## src/rtl/shift_add_mult_pkg.sv

```systemverilog
// Shared definitions for the shift-add multiplier sequencer: default sizes and
// the FSM state encoding.
package shift_add_mult_pkg;

  localparam int WIDTH_DEF = 8;
  localparam int CNT_W_DEF = $clog2(WIDTH_DEF);

  typedef enum logic [1:0] {
    ST_IDLE = 2'd0,
    ST_RUN  = 2'd1,
    ST_DONE = 2'd2
  } state_t;

endpackage

```

## src/rtl/mult_shift_reg.sv

```systemverilog
// A/Q/M register file of the shift-add multiplier plus the per-step update that
// folds the external adder result back into A and Q.
module mult_shift_reg
  import shift_add_mult_pkg::*;
#(
  parameter int WIDTH = WIDTH_DEF
) (
  input  logic             clk,
  input  logic             rst_n,
  input  logic             load,
  input  logic             step,
  input  logic [WIDTH-1:0] multiplicand,
  input  logic [WIDTH-1:0] multiplier,
  input  logic [WIDTH-1:0] add_sum,
  input  logic             add_cout,
  output logic [WIDTH-1:0] a,
  output logic [WIDTH-1:0] q,
  output logic [WIDTH-1:0] add_a,
  output logic [WIDTH-1:0] add_b
);

  logic [WIDTH-1:0] a_r;
  logic [WIDTH-1:0] q_r;
  logic [WIDTH-1:0] m_r;

  // Operand capture on load; one add-and-shift right per step, carry enters A's MSB.
  always_ff @(posedge clk or negedge rst_n) begin
    if (!rst_n) begin
      a_r <= '0;
      q_r <= '0;
      m_r <= '0;
    end else if (load) begin
      a_r <= '0;
      q_r <= multiplier;
      m_r <= multiplicand;
    end else if (step) begin
      a_r <= {add_cout, add_sum[WIDTH-1:1]};
      q_r <= {add_sum[0], q_r[WIDTH-1:1]};
      m_r <= m_r;
    end else begin
      a_r <= a_r;
      q_r <= q_r;
      m_r <= m_r;
    end
  end

  assign add_a = a_r;
  assign add_b = q_r[0] ? m_r : '0;
  assign a     = a_r;
  assign q     = q_r;

endmodule

```

## src/rtl/shift_add_mult_ctrl.sv

```systemverilog
// Sequencer for the unsigned shift-add multiplier: start handshake, step counter
// and IDLE/RUN/DONE control around a time-shared external ripple adder.
module shift_add_mult_ctrl
  import shift_add_mult_pkg::*;
#(
  parameter int WIDTH = WIDTH_DEF,
  parameter int CNT_W = CNT_W_DEF
) (
  input  logic               clk,
  input  logic               rst_n,
  input  logic               start,
  input  logic [WIDTH-1:0]   multiplicand,
  input  logic [WIDTH-1:0]   multiplier,
  output logic               busy,
  output logic               done,
  output logic [2*WIDTH-1:0] product,
  output logic [WIDTH-1:0]   add_a,
  output logic [WIDTH-1:0]   add_b,
  input  logic [WIDTH-1:0]   add_sum,
  input  logic               add_cout
);

  localparam logic [CNT_W-1:0] LAST_STEP = CNT_W'(WIDTH - 1);

  state_t           state_r;
  state_t           state_next_s;
  logic [CNT_W-1:0] cnt_r;
  logic [CNT_W-1:0] cnt_next_s;
  logic             busy_r;
  logic             done_r;
  logic             load_s;
  logic             step_s;
  logic [WIDTH-1:0] a_s;
  logic [WIDTH-1:0] q_s;

  // State, step counter and the status flags, decoded from the next state so they stay registered.
  always_ff @(posedge clk or negedge rst_n) begin
    if (!rst_n) begin
      state_r <= ST_IDLE;
      cnt_r   <= '0;
      busy_r  <= 1'b0;
      done_r  <= 1'b0;
    end else begin
      state_r <= state_next_s;
      cnt_r   <= cnt_next_s;
      busy_r  <= (state_next_s == ST_RUN);
      done_r  <= (state_next_s == ST_DONE);
    end
  end

  // Next-state and datapath strobes; the unused encoding falls back to IDLE.
  always_comb begin
    state_next_s = state_r;
    cnt_next_s   = cnt_r;
    load_s       = 1'b0;
    step_s       = 1'b0;
    case (state_r)
      ST_IDLE: begin
        if (start) begin
          load_s       = 1'b1;
          cnt_next_s   = '0;
          state_next_s = ST_RUN;
        end else begin
          state_next_s = ST_IDLE;
        end
      end
      ST_RUN: begin
        step_s     = 1'b1;
        cnt_next_s = cnt_r + CNT_W'(1);
        if (cnt_r == LAST_STEP) begin
          state_next_s = ST_DONE;
        end else begin
          state_next_s = ST_RUN;
        end
      end
      ST_DONE: begin
        state_next_s = ST_IDLE;
      end
      default: begin
        state_next_s = ST_IDLE;
        cnt_next_s   = '0;
      end
    endcase
  end

  mult_shift_reg #(
    .WIDTH(WIDTH)
  ) u_shift_reg (
    .clk          (clk),
    .rst_n        (rst_n),
    .load         (load_s),
    .step         (step_s),
    .multiplicand (multiplicand),
    .multiplier   (multiplier),
    .add_sum      (add_sum),
    .add_cout     (add_cout),
    .a            (a_s),
    .q            (q_s),
    .add_a        (add_a),
    .add_b        (add_b)
  );

  assign busy    = busy_r;
  assign done    = done_r;
  assign product = {a_s, q_s};

endmodule
```

## config.mk

```make
export PLATFORM = sky130hd
export DESIGN_NAME = shift_add_mult_ctrl
export DESIGN_NICKNAME = d
export VERILOG_FILES = /design/src/rtl/shift_add_mult_pkg.sv /design/src/rtl/mult_shift_reg.sv /design/src/rtl/shift_add_mult_ctrl.sv
export SDC_FILE = /design/constraint.sdc
export NUM_CORES = 1
export LEC_CHECK = 0
export CORE_UTILIZATION = 31
export CTS_BUF_LIST = sky130_fd_sc_hd__clkbuf_8
export DETAILED_ROUTE_END_ITERATION = 8
export PLACE_DENSITY = 0.72
export SLEW_MARGIN = 10
export SYNTH_ARGS = -nofsm -noshare
export SYNTH_HDL_FRONTEND = slang
export SYNTH_SLANG_ARGS = --single-unit
```

## constraint.sdc

```tcl
create_clock -name clk -period 1.6 [get_ports clk]
set_clock_uncertainty 0.1 [all_clocks]
set_input_delay 0.16 -clock clk [delete_from_list [all_inputs] [get_ports clk]]
set_output_delay 0.16 -clock clk [all_outputs]
set_load 0.02 [all_outputs]
```

# Word level (Yosys, flattened, before mapping)
# Cells that the tools add are included.
[op_classes]
n_mux = 13
reduce_logical = 3
mul = 0
n_bitwise = 1
shifts = 0
n_div = 0
add_sub_neg = 1
order_cmp = 0
n_eq_ne = 6
[ops]
columns = ["operator", "n"]
rows = [
  ["$mux 8", 5],
  ["$pmux 3 s3", 1],
  ["$eq 2x1->1 const B", 2],
  ["$eq 2x2->1 const B", 2],
  ["$mux 1", 4],
  ["$pmux 2 s2", 1],
  ["$add 3x1->3 const B", 1],
  ["$eq 3x3->1 const B", 1],
  ["$mux 3", 1],
  ["$logic_not 2->1", 1],
  ["$mux 2", 1],
  ["$ne 2x2->1 const B", 1],
  ["$reduce_and 2->1", 1],
  ["$reduce_bool 2->1", 1],
  ["$not 1->1", 1],
]
[totals]
in_bits = 28
mem_bits_ro = 0
n_memories = 0
elab_cells = 31
regBits = 31
ram_bits = 0
latchBits = 0

# Depth between registers and ports, before layout
[logic_depth]
word_depth = 4
mapped_depth = 5

# By module
# A second synthesis with hierarchy kept.
[unflattened]
hier_cells = 117
hier_area_um2 = 1456.4
[modules_own_cells]
columns = ["mod", "n_inst", "area_per_inst_um2", "cells_per_inst"]
rows = [
  ["mult_shift_reg", 1, 1147.4, 94],
  ["shift_add_mult_ctrl", 1, 309.0, 23],
]

# Worst setup path before layout
# Ideal clock, no wire load.
[synth_path]
kind = "register to register"
start = "reg state_r[1]"
end = "reg u_shift_reg.m_r[0]"
stages_incl_launch_ff = 4
setup_time_ns = 0.128
slack_ns = 0.326
arrival_time_ns = 1.047
t_required_ns = 1.372
path_cell_list = "dfrtp_1 -> nand2b_4 -> nor2_4 -> mux2_1"
[synth_between]
elab_chain_cells = 2
[synth_lines]
columns = ["element", "line", "source"]
rows = [
  ["start, declared", "shift_add_mult_ctrl.sv:25", "state_t state_r;"],
  ["start signal, assigned", "shift_add_mult_ctrl.sv:44", "state_r <= state_next_s;"],
  ["$logic_not 2->1", "shift_add_mult_ctrl.sv:57", "case (state_r)"],
  ["$mux 1", "shift_add_mult_ctrl.sv:57", ""],
  ["end signal, assigned", "mult_shift_reg.sv:35", "m_r <= multiplicand;"],
  ["end signal, assigned", "mult_shift_reg.sv:39", "m_r <= m_r;"],
  ["end signal, assigned", "mult_shift_reg.sv:43", "m_r <= m_r;"],
  ["end, declared", "mult_shift_reg.sv:24", "logic [WIDTH-1:0] m_r;"],
]
# Every way passes these cells.
# A chain may end at the register's enable or synchronous reset.

# Worst setup path after layout
[layout_path]
start = "reg u_shift_reg.q_r[1], in the netlist u_shift_reg.q[1]"
end = "out product[1]"
[layout_rtl]
columns = ["element", "line", "source"]
rows = [
  ["start, declared", "mult_shift_reg.sv:23", "logic [WIDTH-1:0] q_r;"],
  ["start signal, assigned", "mult_shift_reg.sv:34", "q_r <= multiplier;"],
  ["start signal, assigned", "mult_shift_reg.sv:38", "q_r <= {add_sum[0], q_r[WIDTH-1:1]};"],
  ["start signal, assigned", "mult_shift_reg.sv:42", "q_r <= q_r;"],
  ["end, declared", "shift_add_mult_ctrl.sv:16", "output logic [2*WIDTH-1:0] product,"],
]
# No word-level cell between the ends.

==> flow_summary.toml <==
[synthesis]
synthAdderAreaFrac_pct = 1.792
synth_cells = 115
ys_seq_area_share_pct = 55.56
ys_warn_count = 0
synth_top_area_share_pct = 55.56
synth_common_cells = "31 x dfrtp_1, 10 x and2_1"
synth-xor-area-share_pct = 0
synth_area_leader_cell = "dfrtp_1"
synth_ff_type = "dfrtp_1"
synth_top_family_by_area = "compound AO/OA/AOI/OAI gates"
synth_most_common_cell = "dfrtp_1"
synthMuxAreaShare_pct = 6.452
synth_area_leaders = "dfrtp_1 56%, mux2_1 6.5%, a22o_1 5.0%"
async_reset_ff_share_pct = 100.0
ys_types = 26
synth-simple-area-share_pct = 13.62
synth-edff-count = 0
synth_area_mm2 = 0.001396
synth_compound_area_share_pct = 15.05
syn_nets = 145
ys_ff_latch = 31
postSynthAreaPerCell_um2 = 12.14

[global_route]
grt_pass1_wl_um = 5533
grt_max_degree = 32
grt_antenna_before_repair = 0
overflow = 0
grt_util_all_layers_pct = 14.82
grt_pass1_vias = 1138

[final_layout]
final_cells = 227
drive_gt1_share_pct = 10.29
multiInputGateArea_um2 = 515.5
final_util_pct = 48.42
regArea_um2 = 777.0
design_area_mm2 = 0.002108
area_growth_pct = 50.99
fillers = 382
nNetsFinal = 204
insertedDiodeCount = 0

[drt]
postRouteAntennaNets = 0
via_per_inst = 4.881
drcViolationCount = 0
dr.pass1.iters = 4
wl_per_cell_um = 14.30
drtIter0Drc = 23
wl_um = 3246
num_vias = 1108

[critical_path]
critical_path.top_delay_family = "buffers and inverters"
endpoint_kind = "output port"
crit_buf_inv = 1
path_class = "reg2out"
cp_max_fo = 4
setup.worst_path.start_class = "flip-flop"
rrSetupSlack_ps = 130
cp_slowest_cell = "clkdlybuf4s50_1"
crit_required_ps = 1340
path_cells = "clkdlybuf4s50_1"
critPathMaxStageDelay_ps = 640
critPathArrivalTime_ps = 1300

[clock_network]
htreeDepth = 2
cts_made_buffers = 5
clkSinkCount = 31
path_clk_slew_ps = 60
postCtsResizedCells = 10
clockBufferDepth = 2
tritoncts = "built"
holdBufCountCts = 0
cts_setup_buffers = 0
clock_latency_ps = 280
ctsRootBufferMaster = "clkbuf_8"

[sta]
period_needed_ps = 1559
tightestPinTransition_ps = 408.0
finalSetupTns_ps = 0
setup_viol = 0
grt_setup_unrepaired = "false"
maxSlewViolCount = 0
max_freq_mhz = 641.5
finalHoldViolCount = 0
min_period_over_period_pct = 97.42
setup_ws_ps = 41.27
maxSlewHeadroom_pct = 72.80

[power_and_ir_drop]
p_seq_share_pct = 34.0
switching_share_pct = 39.54
p_int_mw = 2.585
p_leak_nw = 0.9110
switchingPower_mw = 1.690
clockPowerShare_pct = 15.0
p_comb_share_pct = 51.0
ir_drop_mv = 0.4931
power_density_mw_per_mm2 = 2028

[placement]
portBuffers = 61
dpl_worst_slack_ps = 7.558
dp.cells = 219
placed_cell_area_mm2 = 0.002008
dp_hpwl_um = 2437
gp_congestion = 0.7545

[flow_run]
maxCapViolCount = 0

[die]
core_area_mm2 = 0.004354
rows = 24
initial_core_util_pct = 32.07
fp.dieW_um = 69.12
pin_count = 62
dieArea_mm2 = 0.004777
die_y_um = 69.12

[outcome]
status = "finished clean"

[min_path]
hp-class = "in2async"
cells by family (layout without fill, tap and decap cells):
kind of cell | after synthesis | in the layout
flops | 31 | 31
simple gates | 31 | 31
compound gates | 28 | 28
buf+inv | 15 | 75
mux | 8 | 8
fa+ha+maj | 2 | 2
routing by layer:
layer	track usage, %	wire length [um]
met1	17.05	1353
met2	24.81	1673
met3	4.532	162
met4	7.483	57
met5	0	0
flip-flops by register name, indices dropped and copies added (netlist names):
| signal | cells |
|---|---|
| u_shift_reg.q | 8 |
| u_shift_reg.a | 8 |
| state_r | 2 |
| u_shift_reg.m_r | 8 |
| cnt_r | 3 |
| done | 1 |
| busy | 1 |
final cells by class:
class / instances / share of cell area, %
Clock buffer: 7 / 4.570
Clock inverter: 1 / 0.1780
Inverter: 1 / 0.1780
Multi-Input combinational cell: 69 / 24.45
Sequential cell: 31 / 36.85
Tap cell: 52 / 3.086
Timing Repair Buffer: 66 / 30.68
power by group through the flow:
stage	sequential, mW	clock (mW)	combinational (mW)
after CTS	1.46	0.668	2.22
after global placement	1.43	0	2.23
after floorplan	1.60	0	1.23
after detailed placement	1.46	0	2.31
final	1.45	0.642	2.18
after global routing	1.51	0.715	2.36
cells in the final DEF (no fill, tap or decap), drive strengths merged:
master,count
clkbuf,7
nand2b,2
o21ai,2
nor4b,1
o32ai,7
clkdlybuf4s50,48
dlymetal6s2s,4
and2,10
nand2,6
mux2,8
a21oi,3
inv,2
or2,1
buf,5
nor2,9
and2b,1
a22o,8
nor3,1
dlygate4sd2,9
o22ai,8
ha,2
dfrtp,31
path summary, 6_finish.rpt:
check / start / to / cells past startpoint
worst max-delay path: u_shift_reg.q[1]$_DFFE_PN0P_ / product[1] / 1
worst min-delay path: rst_n / u_shift_reg.a[1]$_DFFE_PN0P_ / 2
worst max register to register: state_r[0]$_DFF_PN0_ / u_shift_reg.q[5]$_DFFE_PN0P_ / 4
worst min register to register: u_shift_reg.m_r[1]$_DFFE_PN0N_ / u_shift_reg.m_r[1]$_DFFE_PN0N_ / 1
max in group asynchronous: rst_n / u_shift_reg.q[0]$_DFFE_PN0P_ / 2
min in group clk: u_shift_reg.m_r[1]$_DFFE_PN0N_ / u_shift_reg.m_r[1]$_DFFE_PN0N_ / 1
through the flow:
step,hold slack [ps],total power [mW]
global placement,359.8,3.664
CTS,186.8,4.343
detailed placement,369.0,3.775
global route,208.8,4.585
finish,174.1,4.275
floorplan,-235.6,2.827
(Power assumes the default switching activity.)
==> RTL edit (config.mk and constraints unchanged) <==
Register the output `product`; this adds one clock of latency there. The other outputs are not delayed to match.
--- a/src/rtl/shift_add_mult_ctrl.sv
+++ b/src/rtl/shift_add_mult_ctrl.sv
@@ -104,3 +104,5 @@
   assign done    = done_r;
-  assign product = {a_s, q_s};
+  always_ff @(posedge clk) begin
+    product <= {a_s, q_s};
+  end
 
Function: changed (a bounded check fails within 4 cycles, from zero or initial values and one cycle with rst_n low).
==> RTL edit against the unedited design <==
  * Count of clock-buffer cells in the layout down 2
  * Non-clock buffer count unchanged
  * Routed wire length grew 5.2%
  * Sequential cell count is 16 higher
  * Synthesized area up 19%
  * Total power grew 15%
  * Design area rose by 15%
  * First-iteration DRC count rose to 4.3 times the old value
  * Setup slack better by 0.013 ns
  * Critical path type unchanged
==> RTL edit: results (changes against the unedited design) <==
layout cell share with drive strength beyond 1 8.90% (was 10.3%); vias in the first global route 1,151 (was 1,138); post-synthesis adder-cell area fraction 1.51% (was 1.79%); Max Buffers Root-to-Sink 2 (unchanged); top fanout value on the critical path 3 (was 4); Routed Antenna Nets 0 (unchanged); drt via density 4.52 (was 4.88); Final nets 220 (was 204); GPL Wtd Cong 0.721 (was 0.755); synth top area cells dfrtp_1, dfxtp_1, mux2_1 (was dfrtp_1, mux2_1, a22o_1); Yosys warning total 0 (unchanged); final WL 3.42 mm (was 3.25 mm); Placed Area 2350 um^2 (was 2010 um^2); Worst-path clk slew 0.08 ns (was 0.06 ns); worst-skew pair later-pin latency 0.30 ns (was 0.28 ns); first-pass GRT wire length 5.53 mm (about the same); cell family with most CP delay buffers and inverters (unchanged); Post-DP HPWL 2.41 mm (was 2.44 mm); status completed (unchanged); Peak VDD IR 744 uV (was 493 uV); initial antenna violation count 0 (unchanged); global-route usage over all layers 13.6% (was 14.8%); Distinct cells, synth 26 (unchanged); Slowest cell on crit path clkdlybuf4s50_1 (unchanged); Worst slew margin 70.5% (was 72.8%); syn_nets 153 (was 145); cts bufs inserted 5 (unchanged); H-tree levels 2 (unchanged); top cells by count, synth dfrtp_1, dfxtp_1, and2_1 (was dfrtp_1, and2_1); pin count of the biggest net entering global routing 32 (unchanged); Largest stage delay, worst path 0.62 ns (was 0.64 ns); postcts setup bufs 0 (unchanged); Root Driver clkbuf_8 (unchanged); Seq/Total Area, Yosys 66.2% (was 55.6%); 1st-pass router iterations 2 (was 4); Synth Area in Compound Gates 12.7% (was 15.1%); Most flops, register product; Port Buffers 61 (unchanged); Async SR Flop Fraction 66.0% (was 100%); Synth Area in XOR/XNOR 0% (unchanged); diode count 0 (unchanged); crit path DAT between 1 and 1.5 ns; Min-Delay Path Class in -> async (unchanged); max reg flops 16; P_leak 0.00103 uW (was 0.000911 uW); mux contribution to synthesized area 5.44% (was 6.45%); DR iter-0 viols 99 (was 23); predominant post-synthesis flop cell dfrtp_1 (unchanged)
[RTL edit: cell types whose count changed in the layout (fill, tap and decap cells not counted)]
cell,delta
clkdlybuf4s50_1,+3
dlygate4sd2_1,-1
clkbuf_8,-2
inv_1,+1
dlymetal6s2s_1,-2
clkinv_2,+1
dfxtp_1,+16
[RTL edit: where the power goes]
part / internal (uW) / switching [uW] / leakage [uW]
registers: 1720 / 320 / 0.000496
clock network: 294 / 376 / 0.0000505
logic: 1070 / 1140 / 0.000482
total: 3090 / 1830 / 0.00103
[RTL edit: metal layers]
| layer | vias to the layer above | share of wire [%] | track usage (%) |
|---|---|---|---|
| li1 | 571 | - | - |
| met5 | - | 0 | 0 |
| met3 | 6 | 5.1 | 4.28 |
| met1 | 570 | 44 | 17.1 |
| met4 | 0 | 1.8 | 5.66 |
| met2 | 33 | 49 | 21.8 |
[RTL edit: worst paths after layout]
path | start | end | slack, ns | cells after the start
max | u_shift_reg.a[6] | add_a[6] | 0.05 | 1
min | rst_n | u_shift_reg.q[4] | 0.14 | 2
max reg2reg | state_r[1] | u_shift_reg.m_r[4] | 0.23 | 3
min reg2reg | u_shift_reg.a[2] | product[10] | 0.29 | 0
max in group asynchronous | rst_n | u_shift_reg.q[0] | 0.95 | 2
min in group clk | u_shift_reg.a[2] | product[10] | 0.29 | 0
[RTL edit: kinds of logic after synthesis]
logic type / after synthesis
AOI/OAI and AO/OA: 28
adders and majority gates: 2
buffers and inverters: 7
DFF: 47
muxes: 8
and+or+nand+nor: 31
[RTL edit: final cells by class]
cell class                 count  area, um^2
timing repair buffer          66         643
clock inverter                 3        12.5
fill                         499        2710
inverter                       1        3.75
multi-input combinational     69         515
tap                           70        87.6
sequential                    47        1100
clock buffer                   5        68.8
[RTL edit: through the flow]
stage	instances	hold WS [ns]	setup WS [ns]	util, %	power [uW]
2_1_floorplan	123	-0.236	0.326	-	3350
3_3_place_gp	253	0.276	0.0576	45.7	4330
3_5_place_dp	253	0.282	0.0247	45.7	4390
4_1_cts	261	0.161	0.0258	47.2	4980
5_1_grt	261	0.183	0.0125	47.2	5270
6_report	261	0.142	0.0541	47.2	4920
[RTL edit: repair_timing]
item                                    in CTS  in global routing
endpoints found under the hold margin        0                  0
resized for setup                            9                  2
hold buffers                                 0                  0
endpoints found under the setup margin       8                  2
